**config.mk**
```make
export PLATFORM = sky130hd
export DESIGN_NAME = rlc_pio_capture
export DESIGN_NICKNAME = d
export VERILOG_FILES = /design/src/rtl/rlc_pio_capture.sv
export SDC_FILE = /design/constraint.sdc
export NUM_CORES = 1
export LEC_CHECK = 0
export CAP_MARGIN = 10
export CORE_ASPECT_RATIO = 1.4
export CORE_MARGIN = 4
export CORE_UTILIZATION = 51
export CTS_BUF_LIST = sky130_fd_sc_hd__clkbuf_16
export CTS_CLUSTER_DIAMETER = 30
export DETAILED_ROUTE_END_ITERATION = 8
export HOLD_SLACK_MARGIN = 0.08
export PLACE_DENSITY_LB_ADDON = 0.05
export SLEW_MARGIN = 15
export SYNTH_ARGS = -nofsm -noshare
export SYNTH_HDL_FRONTEND = slang
export SYNTH_SLANG_ARGS = --single-unit
```
**constraint.sdc**
```tcl
create_clock -name clk_clk -period 1.4 [get_ports clk_clk]
set_input_delay 0.14 -clock clk_clk [delete_from_list [all_inputs] [get_ports clk_clk]]
set_output_delay 0.14 -clock clk_clk [all_outputs]
set_load 0.01 [all_outputs]
```
**src/rtl/rlc_pio_capture.sv**
```systemverilog
// Parametrised debounced PIO with per-bit edge capture, edge polarity, IRQ mask
// and atomic output set/clear, behind a single Avalon-MM slave.
module rlc_pio_capture #(
    parameter int unsigned          WIDTH           = 16,
    parameter int unsigned          DEBOUNCE_CYCLES = 4,
    parameter logic [WIDTH-1:0]     OUT_RESET       = '0
) (
    input  logic             clk_clk,
    input  logic             reset_reset,
    input  logic [2:0]       avs_address,
    input  logic             avs_read,
    input  logic             avs_write,
    input  logic [WIDTH-1:0] avs_writedata,
    output logic [WIDTH-1:0] avs_readdata,
    input  logic [WIDTH-1:0] pio_in_export,
    output logic [WIDTH-1:0] pio_out_export,
    output logic             irq
);

    typedef enum logic [1:0] {
        ST_HOLD0,
        ST_HOLD1,
        ST_HOLD2,
        ST_RUN
    } state_t;

    state_t           r_state;
    state_t           w_state_next;
    logic             w_edge_en;

    logic [WIDTH-1:0] r_sync1;
    logic [WIDTH-1:0] r_sync2;
    logic [WIDTH-1:0] r_deb;
    logic [WIDTH-1:0] w_deb_next;

    logic [WIDTH-1:0] r_out;
    logic [WIDTH-1:0] w_out_next;
    logic [WIDTH-1:0] r_mask;
    logic [WIDTH-1:0] w_mask_next;
    logic [WIDTH-1:0] r_mode;
    logic [WIDTH-1:0] w_mode_next;
    logic [WIDTH-1:0] r_cap;
    logic [WIDTH-1:0] w_cap_next;
    logic [WIDTH-1:0] w_cap_clr;

    logic [WIDTH-1:0] w_rise;
    logic [WIDTH-1:0] w_fall;
    logic [WIDTH-1:0] w_edge_hit;

    logic [WIDTH-1:0] r_rdata;
    logic [WIDTH-1:0] w_rdata;
    logic             r_irq;

    // Two-flop synchroniser for the asynchronous inputs.
    always_ff @(posedge clk_clk) begin
        if (reset_reset) begin
            r_sync1 <= '0;
            r_sync2 <= '0;
        end else begin
            r_sync1 <= pio_in_export;
            r_sync2 <= r_sync1;
        end
    end

    generate
        if (DEBOUNCE_CYCLES == 0) begin : g_nodeb
            assign w_deb_next = r_sync2;
        end else begin : g_deb
            localparam int unsigned      CNT_W    = $clog2(DEBOUNCE_CYCLES + 1);
            localparam logic [CNT_W-1:0] CNT_LAST = CNT_W'(DEBOUNCE_CYCLES - 1);

            logic [CNT_W-1:0] r_cnt      [WIDTH];
            logic [CNT_W-1:0] w_cnt_next [WIDTH];

            // A bit is accepted once sync has differed from deb for DEBOUNCE_CYCLES cycles.
            always_comb begin
                w_deb_next = r_deb;
                for (int unsigned i = 0; i < WIDTH; i++) begin
                    w_cnt_next[i] = '0;
                    if (r_sync2[i] != r_deb[i]) begin
                        if (r_cnt[i] == CNT_LAST) begin
                            w_deb_next[i] = r_sync2[i];
                        end else begin
                            w_cnt_next[i] = r_cnt[i] + 1'b1;
                        end
                    end
                end
            end

            always_ff @(posedge clk_clk) begin
                if (reset_reset) begin
                    for (int unsigned i = 0; i < WIDTH; i++) begin
                        r_cnt[i] <= '0;
                    end
                end else begin
                    r_cnt <= w_cnt_next;
                end
            end
        end
    endgenerate

    // Post-reset edge suppression sequencer.
    always_ff @(posedge clk_clk) begin
        if (reset_reset) begin
            r_state <= ST_HOLD0;
        end else begin
            r_state <= w_state_next;
        end
    end

    always_comb begin
        w_state_next = r_state;
        case (r_state)
            ST_HOLD0: w_state_next = ST_HOLD1;
            ST_HOLD1: w_state_next = ST_HOLD2;
            ST_HOLD2: w_state_next = ST_RUN;
            ST_RUN:   w_state_next = ST_RUN;
            default:  w_state_next = ST_HOLD0;
        endcase
    end

    always_comb begin
        w_edge_en = (r_state == ST_RUN);
    end

    assign w_rise     = w_deb_next & ~r_deb;
    assign w_fall     = ~w_deb_next & r_deb;
    assign w_edge_hit = w_edge_en ? ((r_mode & w_fall) | (~r_mode & w_rise)) : '0;

    // Register writes; clear-then-set ordering lets a new edge win over W1C.
    always_comb begin
        w_out_next  = r_out;
        w_mask_next = r_mask;
        w_mode_next = r_mode;
        w_cap_clr   = '0;
        if (avs_write) begin
            case (avs_address)
                3'd0:    w_out_next  = avs_writedata;
                3'd1:    w_out_next  = r_out | avs_writedata;
                3'd2:    w_out_next  = r_out & ~avs_writedata;
                3'd3:    w_mask_next = avs_writedata;
                3'd4:    w_cap_clr   = avs_writedata;
                3'd5:    w_mode_next = avs_writedata;
                default: ;
            endcase
        end
        w_cap_next = (r_cap & ~w_cap_clr) | w_edge_hit;
    end

    always_comb begin
        w_rdata = '0;
        case (avs_address)
            3'd0:    w_rdata = r_deb;
            3'd3:    w_rdata = r_mask;
            3'd4:    w_rdata = r_cap;
            3'd5:    w_rdata = r_mode;
            default: w_rdata = '0;
        endcase
    end

    always_ff @(posedge clk_clk) begin
        if (reset_reset) begin
            r_deb   <= '0;
            r_out   <= OUT_RESET;
            r_mask  <= '0;
            r_mode  <= '0;
            r_cap   <= '0;
            r_rdata <= '0;
            r_irq   <= 1'b0;
        end else begin
            r_deb  <= w_deb_next;
            r_out  <= w_out_next;
            r_mask <= w_mask_next;
            r_mode <= w_mode_next;
            r_cap  <= w_cap_next;
            r_irq  <= |(w_cap_next & w_mask_next);
            if (avs_read) begin
                r_rdata <= w_rdata;
            end
        end
    end

    assign avs_readdata   = r_rdata;
    assign pio_out_export = r_out;
    assign irq            = r_irq;

endmodule

```
; Word-level counts from Yosys, hierarchy flattened
; Cells that the tools add are included.
[classes]
reduce_logical = 23
addsub = 16
n_bitwise = 31
eq_ne = 40
n_mux = 40
[ops]
columns = op, n
row1 = 16-bit AND, 7
row2 = 16-bit two-way mux, 5
row3 = 16-bit inverter, 5
row4 = 16-bit one-hot mux with 4 select lines, 1
row5 = 3-bit by 2-bit equality test with 1-bit output (second input constant), 18
row6 = 3-bit by 1-bit adder with 3-bit output (second input constant), 16
row7 = 16-bit bitwise OR, 3
row8 = 16-bit one-hot mux with 3 select lines, 1
row9 = 3-bit OR reduction, 16
row10 = 1-bit two-way mux, 32
row11 = 1-bit inequality test, 16
row12 = 1-bit inverter, 16
row13 = 16-bit OR reduction, 1
row14 = 3-bit equality test (second input constant), 2
row15 = 2-bit one-hot mux with 3 select lines, 1
row16 = 2-bit equality test (second input constant), 2
row17 = 2-bit AND reduction, 2
row18 = 3-bit by 1-bit equality test with 1-bit output (second input constant), 1
row19 = 3-bit zero test, 1
row20 = 3-bit nonzero test, 1
row21 = 2-bit by 1-bit equality test with 1-bit output (second input constant), 1
row22 = 2-bit zero test, 1
row23 = 2-bit OR reduction, 1
[word_totals]
ff_bits = 179
output_inout_bits = 33
wordCells = 176
input_bits = 39

; Depth between registers and ports, before layout
[logic_depth]
depth_word = 11
ltp_mapped = 9
mapped_depth_nobuf = 6

; Least setup slack after synthesis
; OpenSTA, ideal clock, no wires.
[synth_timing]
path_type = register -> register
startpoint = register r_state[1]
endpoint = register r_irq, in the netlist irq
setup_time_ps = 132
t_required_ps = 1268
setup_slack_ps = -183
stages_incl_launch_ff = 8
arrival_ps = 1451
synth_period_minus_slack_ps = 1583
path_buffers = 2
path_cell_list = dfxtp_1 -> and2_1 -> clkbuf_1 -> clkbuf_1 -> a32oi_1 -> o22ai_1 -> nor4_1 -> a21oi_1
[synth_between]
elab_chain_len = 5
[synth_lines]
columns = element, line
row1 = "start, declared", 27  ; state_t r_state;
row2 = "start signal, assigned", 107  ; r_state <= w_state_next;
row3 = 2-bit equality test, 123  ; w_edge_en = (r_state == ST_RUN);
row4 = 16-bit two-way mux, 128  ; assign w_edge_hit = w_edge_en ? ((r_mode & w_fall) | (~r_mode & w_rise)) : '0;
row5 = 16-bit bitwise OR, 147  ; w_cap_next = (r_cap & ~w_cap_clr) | w_edge_hit;
row6 = 16-bit AND, 176  ; r_irq <= |(w_cap_next & w_mask_next);
row7 = 16-bit OR reduction, 176
row8 = "end signal, assigned", 176
row9 = "end, declared", 52  ; logic r_irq;
; No other way between the ends.
; A chain may end at the register's enable or synchronous reset.

; Worst setup path in the final report
[layout_timing]
startpoint = register g_deb.r_cnt[27] in the netlist's numbering
endpoint = register r_irq, in the netlist irq
[layout_between]
elab_chain_len = 11
elab_cells_between_ends = 13
cone_classes = eq/ne: 1 / mux: 3 / bitwise: 8 / reduce/logical: 1
[layout_lines]
columns = element, line
row1 = "start, declared", 72  ; logic [CNT_W-1:0] r_cnt [WIDTH];
row2 = "start signal, assigned", 96  ; r_cnt <= w_cnt_next;
row3 = 3-bit by 2-bit equality test with 1-bit output *, 81  ; if (r_cnt[i] == CNT_LAST) begin
row4 = 1-bit two-way mux *, 81
row5 = 1-bit two-way mux *, 80  ; if (r_sync2[i] != r_deb[i]) begin
row6 = 16-bit inverter, 127  ; assign w_fall = ~w_deb_next & r_deb;
row7 = 16-bit AND, 127
row8 = 16-bit AND, 128
row9 = 16-bit bitwise OR *, 128
row10 = 16-bit two-way mux *, 128
row11 = 16-bit bitwise OR *, 147
row12 = 16-bit AND *, 176
row13 = 16-bit OR reduction *, 176
; Mark *: on every way between the ends. The rest lies on a longest branch, timed or not.

==> impl_metrics.py <==
metrics = {
    "synthesis": {
        "synth_cell_types": 28,
        "postSynthRegisterBits": 179,
        "syn_area_per_cell_um2": 9.173,
        "post_synth_instance_area_mm2": 0.007146,
        "synth-edff-count": 0,
        "postSynth.asyncResetShare_pct": 0,
        "synth.net_count": 850,
        "synth_cells": 779,
        "synthesis_warnings": 0,
        "share_of_synthesized_area_occupied_by_flip_flops_and_latches_pct": 50.15,
        "synth_flop_cell": "dfxtp_1",
    },
    "clocking": {
        "clock_sinks": 179,
        "clk_pin_slew_worst_paths_ns": 0.07,
        "cts_buffer_depth": 2,
        "cts_tree": "yes",
        "cts_hold_buffers": 0,
        "cts_root_buf": "clkbuf_16",
        "number_of_cts_inserted_buffers": 17,
        "clk-insertion-delay-late_ns": 0.42,
        "clock_tree.htree_level_count": 4,
    },
    "job": {
        "maxCapViolations": 0,
    },
    "floorplan": {
        "fp.dieW_um": 108.0,
        "die_h_um": 148.1,
        "start_util_pct": 52.64,
        "design.die.area_mm2": 0.01600,
        "core_area_mm2": 0.01358,
        "ios": 72,
        "rows": 50,
    },
    "timing": {
        "skew_final_ns": 0.008130,
        "highest_clock_rate_mhz": 638.0,
        "layout_worst_path_cycle_share_pct": 112.0,
        "rsz0062_at_grt": "true",
        "timing.slew.headroom_pct": 54.15,
        "hold_viol": 0,
        "finalWorstPathRequiredPeriod_ns": 1.567,
        "worst-slew-pin-transition_ns": 0.6878,
        "layout_setup_ws_ns": -0.1674,
        "setup_viol_count_final": 2,
        "slew_viol_final": 0,
    },
    "grt": {
        "antenna_violations_before_repair": 0,
        "first_global_vias": 6112,
        "wire_length_of_the_first_global_routing_pass_um": 29990,
        "grt_max_degree": 62,
        "grt-ovfl-total": 0,
        "global_route.usage.total_pct": 23.71,
    },
    "routing": {
        "routed_wirelength_um": 18330,
        "drt_first_iter_violations": 324,
        "dr.pass1.iters": 5,
        "detail_route.drc_violations": 0,
        "route.detailed.vias_per_inst": 5.332,
        "ant_nets": 0,
        "post_drt_wl_per_cell_um": 16.25,
        "route.vias.total": 6014,
    },
    "cells_and_area": {
        "antenna_cells": 0,
        "drive_gt1_share_pct": 20.72,
        "stdcell_area_mm2": 0.009702,
        "register_area_mm2": 0.003591,
        "layout.nets": 1004,
        "area_growth_syn_to_layout_pct": 35.77,
        "multiInputGateArea_mm2": 0.003637,
        "layout.core_utilization_pct": 71.47,
        "nFillCells": 1072,
    },
    "place": {
        "place.port_buffers": 71,
        "placed_standard_cell_area_mm2": 0.008772,
        "routabilityCongestion": 0.8626,
        "hpwlAfterDp_um": 12750,
        "place_worst_setup_slack_ns": -0.7009,
    },
    "critical_path": {
        "worst_setup_path_end_kind": "flip-flop",
        "r2r_setup_slack_ns": -0.17,
        "criticalPathCategory": "flip-flop to flip-flop",
        "timing.critical_path.from_type": "flip-flop",
        "worstPathRequired_ns": 1.67,
        "arrival_ns": 1.84,
        "cp_max_fo": 3,
    },
    "power": {
        "total_leakage_power_uw": 0.003878,
        "power_density_mw_per_mm2": 1090,
        "max-vdd-ir-drop_v": 0.0009049,
    },
    "min_path": {
        "timing.hold.worst.class": "input port to flip-flop",
    },
    "outcome": {
        "run_status": "finished, violations left",
        "failed_checks": "negative setup slack",
    },
}
==> synthesized netlist by cell type, types with 2 or more instances <==
cell,number,area share [%]
a21oi_1,34,2.4
a22oi_1,32,3.4
a32oi_1,16,2.0
and2_1,3,0.26
buf_1,2,0.11
buf_2,3,0.21
buf_6,3,0.47
clkbuf_1,32,1.7
dfxtp_1,179,50
ha_1,32,5.6
inv_1,33,1.7
mux2i_1,48,6.7
nand2_1,64,3.4
nand2b_1,18,1.6
nor2_1,131,6.9
nor2b_1,51,4.5
nor4_1,2,0.18
o21ai_0,16,1.1
o22ai_1,40,3.5
or3_1,16,1.4
xnor2_1,17,2.1
==> power by group <==
part / internal [uW] / leakage [uW] / switching, uW
logic: 386 / 0.00214 / 412
registers: 5190 / 0.00146 / 61.1
clock network: 2360 / 0.000279 / 2170
==> routing by layer <==
layer  global-route usage [%]  up-vias  part of all wire (%)
met2                    42.62      170                    52
li1                         -     2961                     -
met3                    3.343       45                   3.9
met5                        0        -                     0
met4                    12.32        0                   4.2
met1                    26.89     2838                    40
==> through the flow <==
stage	setup TNS (ns)	instances	total power, uW	hold slack (ns)
after CTS	-0.1574	1128	10660	0.2365
after detailed placement	-28.87	1089	6137	0.4107
after global placement	-25.41	1089	6120	0.4059
final	-0.1777	1128	10570	0.2411
after global routing	-0.6938	1128	10950	0.2561
after floorplan	-0.5335	779	5704	0.2682
==> cells by family after synthesis <==
family | Yosys count | synth area share [%]
AOI/OAI and AO/OA | 138 | 12.33
xor gates and xnor gates | 18 | 2.206
adders and majority gates | 32 | 5.603
buffers and inverters | 74 | 4.272
DFF | 179 | 50.15
muxes | 48 | 6.724
and+or+nand+nor | 290 | 18.72
==> area by class of cell <==
cell class | instances | share of cell area, %
sequential | 179 | 37.01
clock inverter | 15 | 1.393
multi-input combinational | 526 | 37.49
timing repair buffer | 176 | 16.09
tap | 182 | 2.347
inverter | 33 | 1.277
clock buffer | 17 | 4.385
==> final timing paths <==
path	startpoint	end	cells past startpoint
setup / recovery	g_deb.r_cnt[27]	irq	6
hold / removal	reset_reset	r_deb[9]	2
setup reg to reg	g_deb.r_cnt[27]	irq	6
hold reg to reg	g_deb.r_cnt[45]	g_deb.r_cnt[45]	1
==> cell usage in the layout (no fill, tap or decap), types with 2 or more instances in the layout <==
cell type	Yosys	final
dfxtp_2	0	6
ha_4	0	10
or3_1	16	16
inv_1	33	33
ha_1	32	8
o22ai_1	40	36
clkinv_4	0	2
clkdlybuf4s50_1	0	33
buf_12	0	7
clkinv_2	0	2
ha_2	0	14
dfxtp_1	179	173
inv_8	0	5
buf_4	0	97
nand2_2	0	2
nor2b_1	51	51
clkbuf_16	0	17
mux2i_1	48	47
a21oi_1	34	34
nand2_1	64	62
nor2_1	131	131
a22oi_1	32	32
o21ai_0	16	16
dlygate4sd2_1	0	37
and2_1	3	2
xnor2_1	17	17
o22ai_2	0	4
nand2b_1	18	18
a32oi_4	0	3
a32oi_2	0	13
inv_6	0	5
==> timing repair <==
| action | 4_1_cts | 5_1_grt |
|---|---|---|
| setup buffers | 6 | 0 |
| pin swaps | 31 | 2 |
| gates cloned | 1 | 0 |
| endpoints found under the setup margin | 69 | 15 |
| resized for setup | 98 | 6 |
==> registers in the layout, summed over array words and instances, names as in the netlist <==
register,count
avs_readdata,16
r_sync2,16
pio_out_export,16
r_sync1,16
r_deb,16
r_cap,16
r_mode,16
irq,1
r_state,2
r_mask,16
g_deb.r_cnt,48
==> worst max-delay path, stage by stage, from the launching register on <==
cell and delay, ns:
dfxtp_2 0.34, ha_4 0.16, ha_4 0.17, a32oi_4 0.27, o22ai_2 0.11, nor4_2 0.28
a21oi_1 0.10
Power figures use the tool's default switching activity.
